### config.mk
export PLATFORM = sky130hd
export DESIGN_NAME = tsc_control_unit
export DESIGN_NICKNAME = d
export VERILOG_FILES = /design/src/rtl/tsc_control_unit_pkg.sv /design/src/rtl/tsc_inst_class.sv /design/src/rtl/tsc_control_unit.sv
export SDC_FILE = /design/constraint.sdc
export NUM_CORES = 1
export LEC_CHECK = 0
export CAP_MARGIN = 25
export CORE_MARGIN = 1.5
export CORE_UTILIZATION = 42
export DETAILED_ROUTE_END_ITERATION = 8
export PLACE_DENSITY = 0.79
export SLEW_MARGIN = 25
export SYNTH_ARGS = -nofsm -noshare
export SYNTH_HDL_FRONTEND = slang
export SYNTH_SLANG_ARGS = --single-unit
### constraint.sdc
create_clock -name clk -period 2.44 [get_ports clk]
set_clock_uncertainty 0.05 [all_clocks]
set_input_delay 0.488 -clock clk [delete_from_list [all_inputs] [get_ports clk]]
set_output_delay 0.488 -clock clk [all_outputs]
set_load 0.02 [all_outputs]
### src/rtl/tsc_control_unit_pkg.sv
// tsc_control_unit_pkg: opcode, func, ALU operation, state and select encodings for the TSC control unit
package tsc_control_unit_pkg;
  localparam logic [3:0] OP_BNE = 4'd0, OP_BEQ = 4'd1, OP_BGZ = 4'd2, OP_BLZ = 4'd3;
  localparam logic [3:0] OP_ADI = 4'd4, OP_ORI = 4'd5, OP_LHI = 4'd6, OP_LWD = 4'd7, OP_SWD = 4'd8;
  localparam logic [3:0] OP_JMP = 4'd9, OP_JAL = 4'd10, OP_RTYPE = 4'd15;
  localparam logic [5:0] FN_ADD = 6'd0, FN_SUB = 6'd1, FN_AND = 6'd2, FN_ORR = 6'd3;
  localparam logic [5:0] FN_NOT = 6'd4, FN_TCP = 6'd5, FN_SHL = 6'd6, FN_SHR = 6'd7;
  localparam logic [5:0] FN_JPR = 6'd25, FN_JRL = 6'd26, FN_WWD = 6'd28, FN_HLT = 6'd29;
  localparam logic [3:0] ALUOP_NONE = 4'd0, ALUOP_ADD = 4'd1, ALUOP_SUB = 4'd2, ALUOP_AND = 4'd3;
  localparam logic [3:0] ALUOP_ORR = 4'd4, ALUOP_NOT = 4'd5, ALUOP_TCP = 4'd6, ALUOP_SHL = 4'd7;
  localparam logic [3:0] ALUOP_SHR = 4'd8, ALUOP_ORI = 4'd9, ALUOP_LHI = 4'd10;
  localparam logic [3:0] ALUOP_BNE = 4'd11, ALUOP_BEQ = 4'd12, ALUOP_BGZ = 4'd13, ALUOP_BLZ = 4'd14;
  localparam logic [1:0] SRCB_REGB = 2'd0, SRCB_ONE = 2'd1, SRCB_SEXT = 2'd2, SRCB_ZEXT = 2'd3;
  localparam logic [1:0] PCSRC_ALU = 2'd0, PCSRC_ALUOUT = 2'd1, PCSRC_JUMP = 2'd2, PCSRC_REGA = 2'd3;
  localparam logic [1:0] WBSRC_ALUOUT = 2'd0, WBSRC_MDR = 2'd1, WBSRC_PC = 2'd2;
  localparam logic [1:0] REGDST_RT = 2'd0, REGDST_RD = 2'd1, REGDST_R2 = 2'd2;
  typedef enum logic [2:0] {S_IF, S_ID, S_EX, S_MEM, S_WB, S_HALT} state_e;
  typedef enum logic [3:0] {
    C_RALU, C_IALU, C_LOAD, C_STORE, C_BRANCH, C_JUMP, C_JREG, C_WWD, C_HLT, C_ILLEGAL
  } class_e;
endpackage

### src/rtl/tsc_inst_class.sv
// tsc_inst_class: maps the latched opcode/func to an instruction class and its EX-stage ALU operation
module tsc_inst_class
  import tsc_control_unit_pkg::*;
(
  input  logic [3:0] i_opcode,
  input  logic [5:0] i_func_code,
  output class_e     o_cls,
  output logic [3:0] o_ex_aluop,
  output logic       o_link
);
  // branch ALU ops follow opcode order and R-type ALU ops follow func order, so both are offsets
  always_comb begin
    o_cls = C_ILLEGAL;
    o_ex_aluop = ALUOP_NONE;
    o_link = (i_opcode == OP_JAL) || (i_opcode == OP_RTYPE && i_func_code == FN_JRL);
    case (i_opcode)
      OP_BNE, OP_BEQ, OP_BGZ, OP_BLZ: begin
        o_cls = C_BRANCH;
        o_ex_aluop = ALUOP_BNE + i_opcode;
      end
      OP_ADI: begin
        o_cls = C_IALU;
        o_ex_aluop = ALUOP_ADD;
      end
      OP_ORI: begin
        o_cls = C_IALU;
        o_ex_aluop = ALUOP_ORI;
      end
      OP_LHI: begin
        o_cls = C_IALU;
        o_ex_aluop = ALUOP_LHI;
      end
      OP_LWD: begin
        o_cls = C_LOAD;
        o_ex_aluop = ALUOP_ADD;
      end
      OP_SWD: begin
        o_cls = C_STORE;
        o_ex_aluop = ALUOP_ADD;
      end
      OP_JMP, OP_JAL: o_cls = C_JUMP;
      OP_RTYPE: begin
        if (i_func_code[5:3] == 3'd0) begin
          o_cls = C_RALU;
          o_ex_aluop = ALUOP_ADD + {1'b0, i_func_code[2:0]};
        end else begin
          o_cls = (i_func_code == FN_JPR || i_func_code == FN_JRL) ? C_JREG :
                  (i_func_code == FN_WWD) ? C_WWD :
                  (i_func_code == FN_HLT) ? C_HLT : C_ILLEGAL;
        end
      end
      default: o_cls = C_ILLEGAL;
    endcase
  end
endmodule

### src/rtl/tsc_control_unit.sv
// tsc_control_unit: multi-cycle control FSM of the 16-bit TSC core
module tsc_control_unit
  import tsc_control_unit_pkg::*;
#(
  parameter state_e RESET_STATE = S_IF
) (
  input  logic       clk,
  input  logic       reset,
  input  logic [3:0] opcode,
  input  logic [5:0] func_code,
  input  logic       branch_cond,
  input  logic       mem_ready,
  output logic [3:0] ALUOp,
  output logic       alu_src_a,
  output logic [1:0] alu_src_b,
  output logic       pc_write,
  output logic [1:0] pc_src,
  output logic       i_or_d,
  output logic       mem_read,
  output logic       mem_write,
  output logic       ir_write,
  output logic       reg_write,
  output logic [1:0] reg_dst,
  output logic [1:0] wb_src,
  output logic       wwd,
  output logic       inst_done,
  output logic       halted
);
  state_e     r_state;
  state_e     w_next;
  class_e     w_cls;
  logic [3:0] w_ex_aluop;
  logic       w_link;
  tsc_inst_class u_class (
    .i_opcode    (opcode),
    .i_func_code (func_code),
    .o_cls       (w_cls),
    .o_ex_aluop  (w_ex_aluop),
    .o_link      (w_link)
  );
  // state register
  always_ff @(posedge clk) begin
    if (reset) r_state <= RESET_STATE;
    else r_state <= w_next;
  end
  // next state and datapath strobes; reset holds every strobe and select at zero
  always_comb begin
    w_next = r_state;
    ALUOp = ALUOP_NONE;
    alu_src_a = 1'b0;
    alu_src_b = SRCB_REGB;
    pc_write = 1'b0;
    pc_src = PCSRC_ALU;
    i_or_d = 1'b0;
    mem_read = 1'b0;
    mem_write = 1'b0;
    ir_write = 1'b0;
    reg_write = 1'b0;
    reg_dst = REGDST_RT;
    wb_src = WBSRC_ALUOUT;
    wwd = 1'b0;
    inst_done = 1'b0;
    halted = 1'b0;
    if (!reset) begin
      case (r_state)
        S_IF: begin
          mem_read = 1'b1;
          ir_write = mem_ready;
          pc_write = mem_ready;
          ALUOp = mem_ready ? ALUOP_ADD : ALUOP_NONE;
          alu_src_b = mem_ready ? SRCB_ONE : SRCB_REGB;
          w_next = mem_ready ? S_ID : S_IF;
        end
        S_ID: begin
          ALUOp = ALUOP_ADD;
          alu_src_b = SRCB_SEXT;
          pc_write = w_cls inside {C_JUMP, C_JREG};
          pc_src = (w_cls == C_JREG) ? PCSRC_REGA : (w_cls == C_JUMP) ? PCSRC_JUMP : PCSRC_ALU;
          reg_write = w_link;
          reg_dst = w_link ? REGDST_R2 : REGDST_RT;
          wb_src = w_link ? WBSRC_PC : WBSRC_ALUOUT;
          wwd = (w_cls == C_WWD);
          inst_done = w_cls inside {C_JUMP, C_JREG, C_WWD, C_ILLEGAL};
          w_next = (w_cls inside {C_JUMP, C_JREG, C_WWD, C_ILLEGAL}) ? S_IF :
                   (w_cls == C_HLT) ? S_HALT : S_EX;
        end
        S_EX: begin
          alu_src_a = 1'b1;
          ALUOp = w_ex_aluop;
          alu_src_b = (w_cls inside {C_RALU, C_BRANCH}) ? SRCB_REGB :
                      (w_cls == C_IALU && opcode != OP_ADI) ? SRCB_ZEXT : SRCB_SEXT;
          pc_src = (w_cls == C_BRANCH) ? PCSRC_ALUOUT : PCSRC_ALU;
          pc_write = (w_cls == C_BRANCH) && branch_cond;
          inst_done = (w_cls == C_BRANCH);
          w_next = (w_cls == C_BRANCH) ? S_IF : (w_cls inside {C_LOAD, C_STORE}) ? S_MEM : S_WB;
        end
        S_MEM: begin
          i_or_d = 1'b1;
          mem_read = (w_cls == C_LOAD);
          mem_write = (w_cls == C_STORE);
          inst_done = (w_cls == C_STORE) && mem_ready;
          w_next = !mem_ready ? S_MEM : (w_cls == C_STORE) ? S_IF : S_WB;
        end
        S_WB: begin
          reg_write = 1'b1;
          inst_done = 1'b1;
          reg_dst = (w_cls == C_RALU) ? REGDST_RD : REGDST_RT;
          wb_src = (w_cls == C_LOAD) ? WBSRC_MDR : WBSRC_ALUOUT;
          w_next = S_IF;
        end
        S_HALT: halted = 1'b1;
        default: w_next = S_IF;
      endcase
    end
  end
endmodule

==> metrics.md, run 1 <==
| Metric | Value |
|---|---|
| Outcome | `stopped before the end` |
| Fail Step | `clock tree synthesis` |
| Tool error | `[ERROR DPL-0033] detailed placement checks failed during check placement.` |
| Resized cells post-CTS | `about 190` |
| Mean Syn Cell Area | `approximately 7.0 sq um` |
| Compound-cell area share of the yosys netlist | `a little over a third` |
| Area share of and/or/nand/nor cells after synthesis | `between 30% and 40%` |
| Mapped cell area | `about 1100 sq um` |
| Bufs on Longest Clock Path | `2` |
| Mux cell area share after synthesis | `0%` |
| Dominant cell type by area after synthesis | `ha_1` |
| CTS root buffer | `clkbuf_4` |
| Width of the die | `about 54 um` |
| Post-synthesis sequential area ratio | `5.56%` |
| Num ports | `36` |
| FP Rows | `18` |
| Synth Area in Adders | `under 10%` |
| Syn Nets | `approximately 180` |
| Post-Synth XOR/XNOR Area | `~2.4%` |
| Post-CTS Setup Bufs | `10` |
| YS warnings | `0` |
| Chip Height | `~54 um` |
| EDFF count, synth | `0` |
| CTS Sinks | `3` |
| Post-synthesis async set-or-reset flop share | `0%` |
| Post-CTS Hold Buffers | `0` |
| CTS H-tree lvls | `1` |
| Synth cell types | `50` |
| Syn Inst Count | `approximately 160` |
| Synth top area cells | `ha_1 (9.3%), nor2_1 (7.6%), dfxtp_1 (5.6%), nand2_1 (4.9%), o31ai_2 (3.5%)` |
| Synth Flop Type | `dfxtp_1` |
| Detailed placement HPWL | `approximately 3700 um` |
| Initial Utilization | `~44%` |
| IO buf count | `35` |
| CTS Buf Count | `3` |
| Largest family of logic cells by synthesized area | `simple AND/OR/NAND/NOR gates` |
| Synth top area share | `between 9 and 10%` |
| Post-synthesis register bit count | `3` |
| GPL Wtd Cong | `0.884` |
==> Yosys cell counts, types with 3 or more instances <==
cell and count:
nor2_1 22, nand2_1 14, ha_1 8, inv_1 8, a21oi_1 6, clkbuf_1 6, a31oi_1 5, nor3_1 5
a211oi_1 4, nand2b_1 4, nand3b_1 4, nor2b_1 4, and2_1 3, buf_2 3, dfxtp_1 3, nor3b_1 3
o21ai_0 3, o22ai_1 3, o31ai_2 3, or2_2 3, or3_1 3
==> logic make-up after synthesis <==
| kind of cell | after synthesis |
|---|---|
| buf+inv | 18 |
| simple gates | 76 |
| xor+xnor | 3 |
| fa+ha+maj | 8 |
| flops | 3 |
| compound gates | 47 |
==> stage by stage <==
stage	hold WS, ps	instances	setup TNS (ps)	setup slack [ps]	cell area (sq um)
floorplan	610	155	-443	-149	1220
detailed placement	673	272	-23960	-1320	2020
global placement	654	272	-22570	-1270	2020
==> run 2: changes to the inputs <==
Settings changed: CORE_AREA set to 2 2 63 65, CORE_MARGIN 1.5 to unset, CORE_UTILIZATION 42 to unset, DIE_AREA set to 0 0 65 67, PLACE_DENSITY 0.79 to unset, PLACE_DENSITY_LB_ADDON set to 0.15.
Clock period 2.44 ns to 3.17 ns, I/O delays scaled along.
==> run 2 against run 1 <==
The flow now finishes without violations. Synthesized area unchanged. Synthesized cell count unchanged.
==> metrics.md, run 2 <==
| Metric | Value |
|---|---|
| GRT Total Usage | `between 10% and 20%` |
| Width of the die | `around 65 um` |
| Synth cell types | `50` |
| Top-count cell post-synth | `nor2_1` |
| Fill cell count | `about 340` |
| Chip Height | `about 67 um` |
| CTS root buffer | `clkbuf_8` |
| Max-slew headroom | `between 70% and 80%` |
| Total iterations of the first detailed-routing run | `4` |
| Critical Path End Type | `output port` |
| Post-synthesis register bit count | `3` |
| # diodes | `0` |
| GRT overflow | `0` |
| Setup ws final | `just under 70 ps` |
| Post-synthesis async set-or-reset flop share | `0%` |
| Crit share post-route | `roughly 100%` |
| Initial antenna violation count | `0` |
| EDFF count, synth | `0` |
| DR WL/cell | `roughly 14 um` |
| Synth Flop Type | `dfxtp_1` |
| Syn Nets | `between 150 and 200` |
| Critical path's largest stage delay | `between 300 and 400 ps` |
| Initial Utilization | `between 20 and 30%` |
| DRT iter0 DRCs | `124` |
| Min-delay worst type | `reg2reg` |
| Fmax | `about 0.32 GHz` |
| Worst VDD drop | `~0.11 mV` |
| Area Overhead vs Synth | `91.1%` |
| FP Rows | `22` |
| Max_cap viols | `0` |
| Reg2reg start | `r_state[0]` |
| CP arrival | `approximately 2400 ps` |
| Outcome | `completed` |
| First-pass GRT wire length | `about 6600 um` |
| Worst-path maximum fanout | `5` |
| Post-route setup TNS | `0 ps` |
| Most used cell, CP | `buf_4` |
| CP Launch Point | `func_code[0]` |
| Worst-path clk slew | `roughly 30 ps` |
| Slowest cell on the critical path | `a211oi_4` |
| Vias post-DR | `~1,600` |
| Final net count | `around 270` |
| Largest net degree at the start of global routing | `13` |
| Max reg flops | `3` |
| Finished Layout Cells | `294` |
| YS warnings | `0` |
| Min-Delay Startpoint | `r_state[2]` |
| Post-synthesis sequential area ratio | `5.56%` |
| Crit path max-delay family | `compound AO/OA/AOI/OAI gates` |
| Detailed placement HPWL | `around 3300 um` |
| Vias in the first global route | `1,496` |
| CTS Sinks | `3` |
| CP Cell Sequence | `clkbuf_2 -> inv_1 -> ha_1 -> or2_4 -> a211oi_4 -> a2111oi_4 -> buf_4 -> buf_4 -> a22o_2 -> buf_4` |
| Largest Register | `r_state` |
| Post-CTS Hold Buffers | `0` |
| Most frequent cells in the layout | `buf_4 (60), nor2_1 (22), nand2_1 (13)` |
| Buf+Inv Stages, Crit Path | `5` |
| Post-placement cell count | `roughly 290` |
| Detail Route Antenna Nets | `0` |
| Syn Inst Count | `around 160` |
| RSZ-0062 raised after global routing | `no` |
| CP startpoint kind | `input port` |
| Residual DRC count | `0` |
| Largest regs | `r_state: 3 flops` |
| Pwr/cell area | `209 nW/um^2` |
| Vias/cell | `about 5.3` |
| Dominant cell type by area after synthesis | `ha_1` |
| Final Hold Violating Endpoints | `0` |
| Data required, critical path | `~2500 ps` |
| Setup CP Type | `in2out` |
| CTS Buf Count | `3` |
| CTS H-tree lvls | `1` |
| Met2 routed WL | `between 2000 and 2500 um` |
| Mean Syn Cell Area | `6.97 sq um` |
| GPL Wtd Cong | `1.01` |
| Final setup viols | `0` |
| WL met3 | `197 um` |
| Most common library cell in the layout ignoring fill and taps | `buf_4` |
| Num ports | `36` |
| Mapped cell area | `approximately 1100 sq um` |
| Min Tclk post-route | `~3100 ps` |
| WL final | `roughly 4200 um` |
| Bufs on Longest Clock Path | `2` |
| Top sig layer | `met4` |
| Met1 Routed Length | `roughly 1700 um` |
| Core footprint | `3610 sq um` |
| Actual slew at the worst max-slew pin | `352 ps` |
| Fin. max-slew vios | `0` |
| Leakage | `around 0.94 nW` |
| Layout cells sized above 1 | `a little under half` |
| Synth top area cells | `ha_1 (9.3%), nor2_1 (7.6%), dfxtp_1 (5.6%), nand2_1 (4.9%), o31ai_2 (3.5%)` |
| Hold Slack | `about 600 ps` |
| Top cells by count, synth | `nor2_1 (22), nand2_1 (14), ha_1 (8), inv_1 (8)` |
| Synth top area share | `a little under a tenth` |
| Die Area | `around 4400 sq um` |
| Pwr Total | `~0.43 mW` |
| CTS tree | `built` |
| Clock Latency Late Sink | `roughly 210 ps` |
| Place WS | `-905 ps` |
| IO buf count | `35` |
==> run 2: cell counts after synthesis <==
No cell type changed its count.
==> run 2: cell type report <==
| class | instances | area, sq um | area share [%] |
|---|---|---|---|
| multi-input combinational | 134 | 1100 | 53.3 |
| inverter | 8 | 32.5 | 1.58 |
| tap | 48 | 60.1 | 2.91 |
| clock buffer | 4 | 45.0 | 2.18 |
| sequential | 3 | 60.1 | 2.91 |
| timing repair buffer | 97 | 766 | 37.1 |
==> run 2: cells by family (layout without fill, tap and decap cells) <==
group / after synthesis / count (layout) / synth area share (%)
AOI/OAI and AO/OA: 47 / 47 / 36.5
xor gates and xnor gates: 3 / 3 / 2.43
adders and majority gates: 8 / 8 / 9.27
buffers and inverters: 18 / 109 / 6.95
DFF: 3 / 3 / 5.56
and+or+nand+nor: 76 / 76 / 39.3
==> run 2: per-layer routing <==
layer  vias up  global-route usage (%)
met5         -                       0
li1        761                       -
met3         8                    1.35
met1       722                    21.7
met4         0                    6.38
met2        60                    38.5
==> run 2: worst register-to-register path, delay by kind of cell (launching register included) <==
kind | cells | cell delay [ps]
simple gates | 2 | 260
flops | 1 | 530
compound gates | 2 | 530
==> run 2: metrics by stage <==
stage               instance area [sq um]  utilization [%]
floorplan                            1080                -
global placement                     1870             51.9
detailed placement                   1870             51.9
CTS                                  2010             55.7
global route                         2060             57.2
finish                               2060             57.2
==> run 2: report_power, final <==
group	total (mW)	switching, mW	internal [mW]
Clock	0.111	0.0251	0.0858
Sequential	0.0486	0.00754	0.0411
Combinational	0.272	0.135	0.137
Total	0.431	0.168	0.264
==> run 2: path summary, 6_finish.rpt <==
| path | end | slack, ps | cells past startpoint |
|---|---|---|---|
| setup / recovery | pc_src[0] | 70 | 10 |
| setup reg to reg | r_state[1] | 1650 | 4 |
| hold reg to reg | r_state[0] | 600 | 2 |
| hold / removal | r_state[0] | 600 | 2 |
==> run 2: repair_timing <==
item / 4_1_cts / 5_1_grt
pin swaps: 13 / 5
setup buffers: 4 / 1
endpoints found under the setup margin: 18 / 16
gates resized for setup: 110 / 22
No activity file was read; power rests on OpenSTA's default activity.
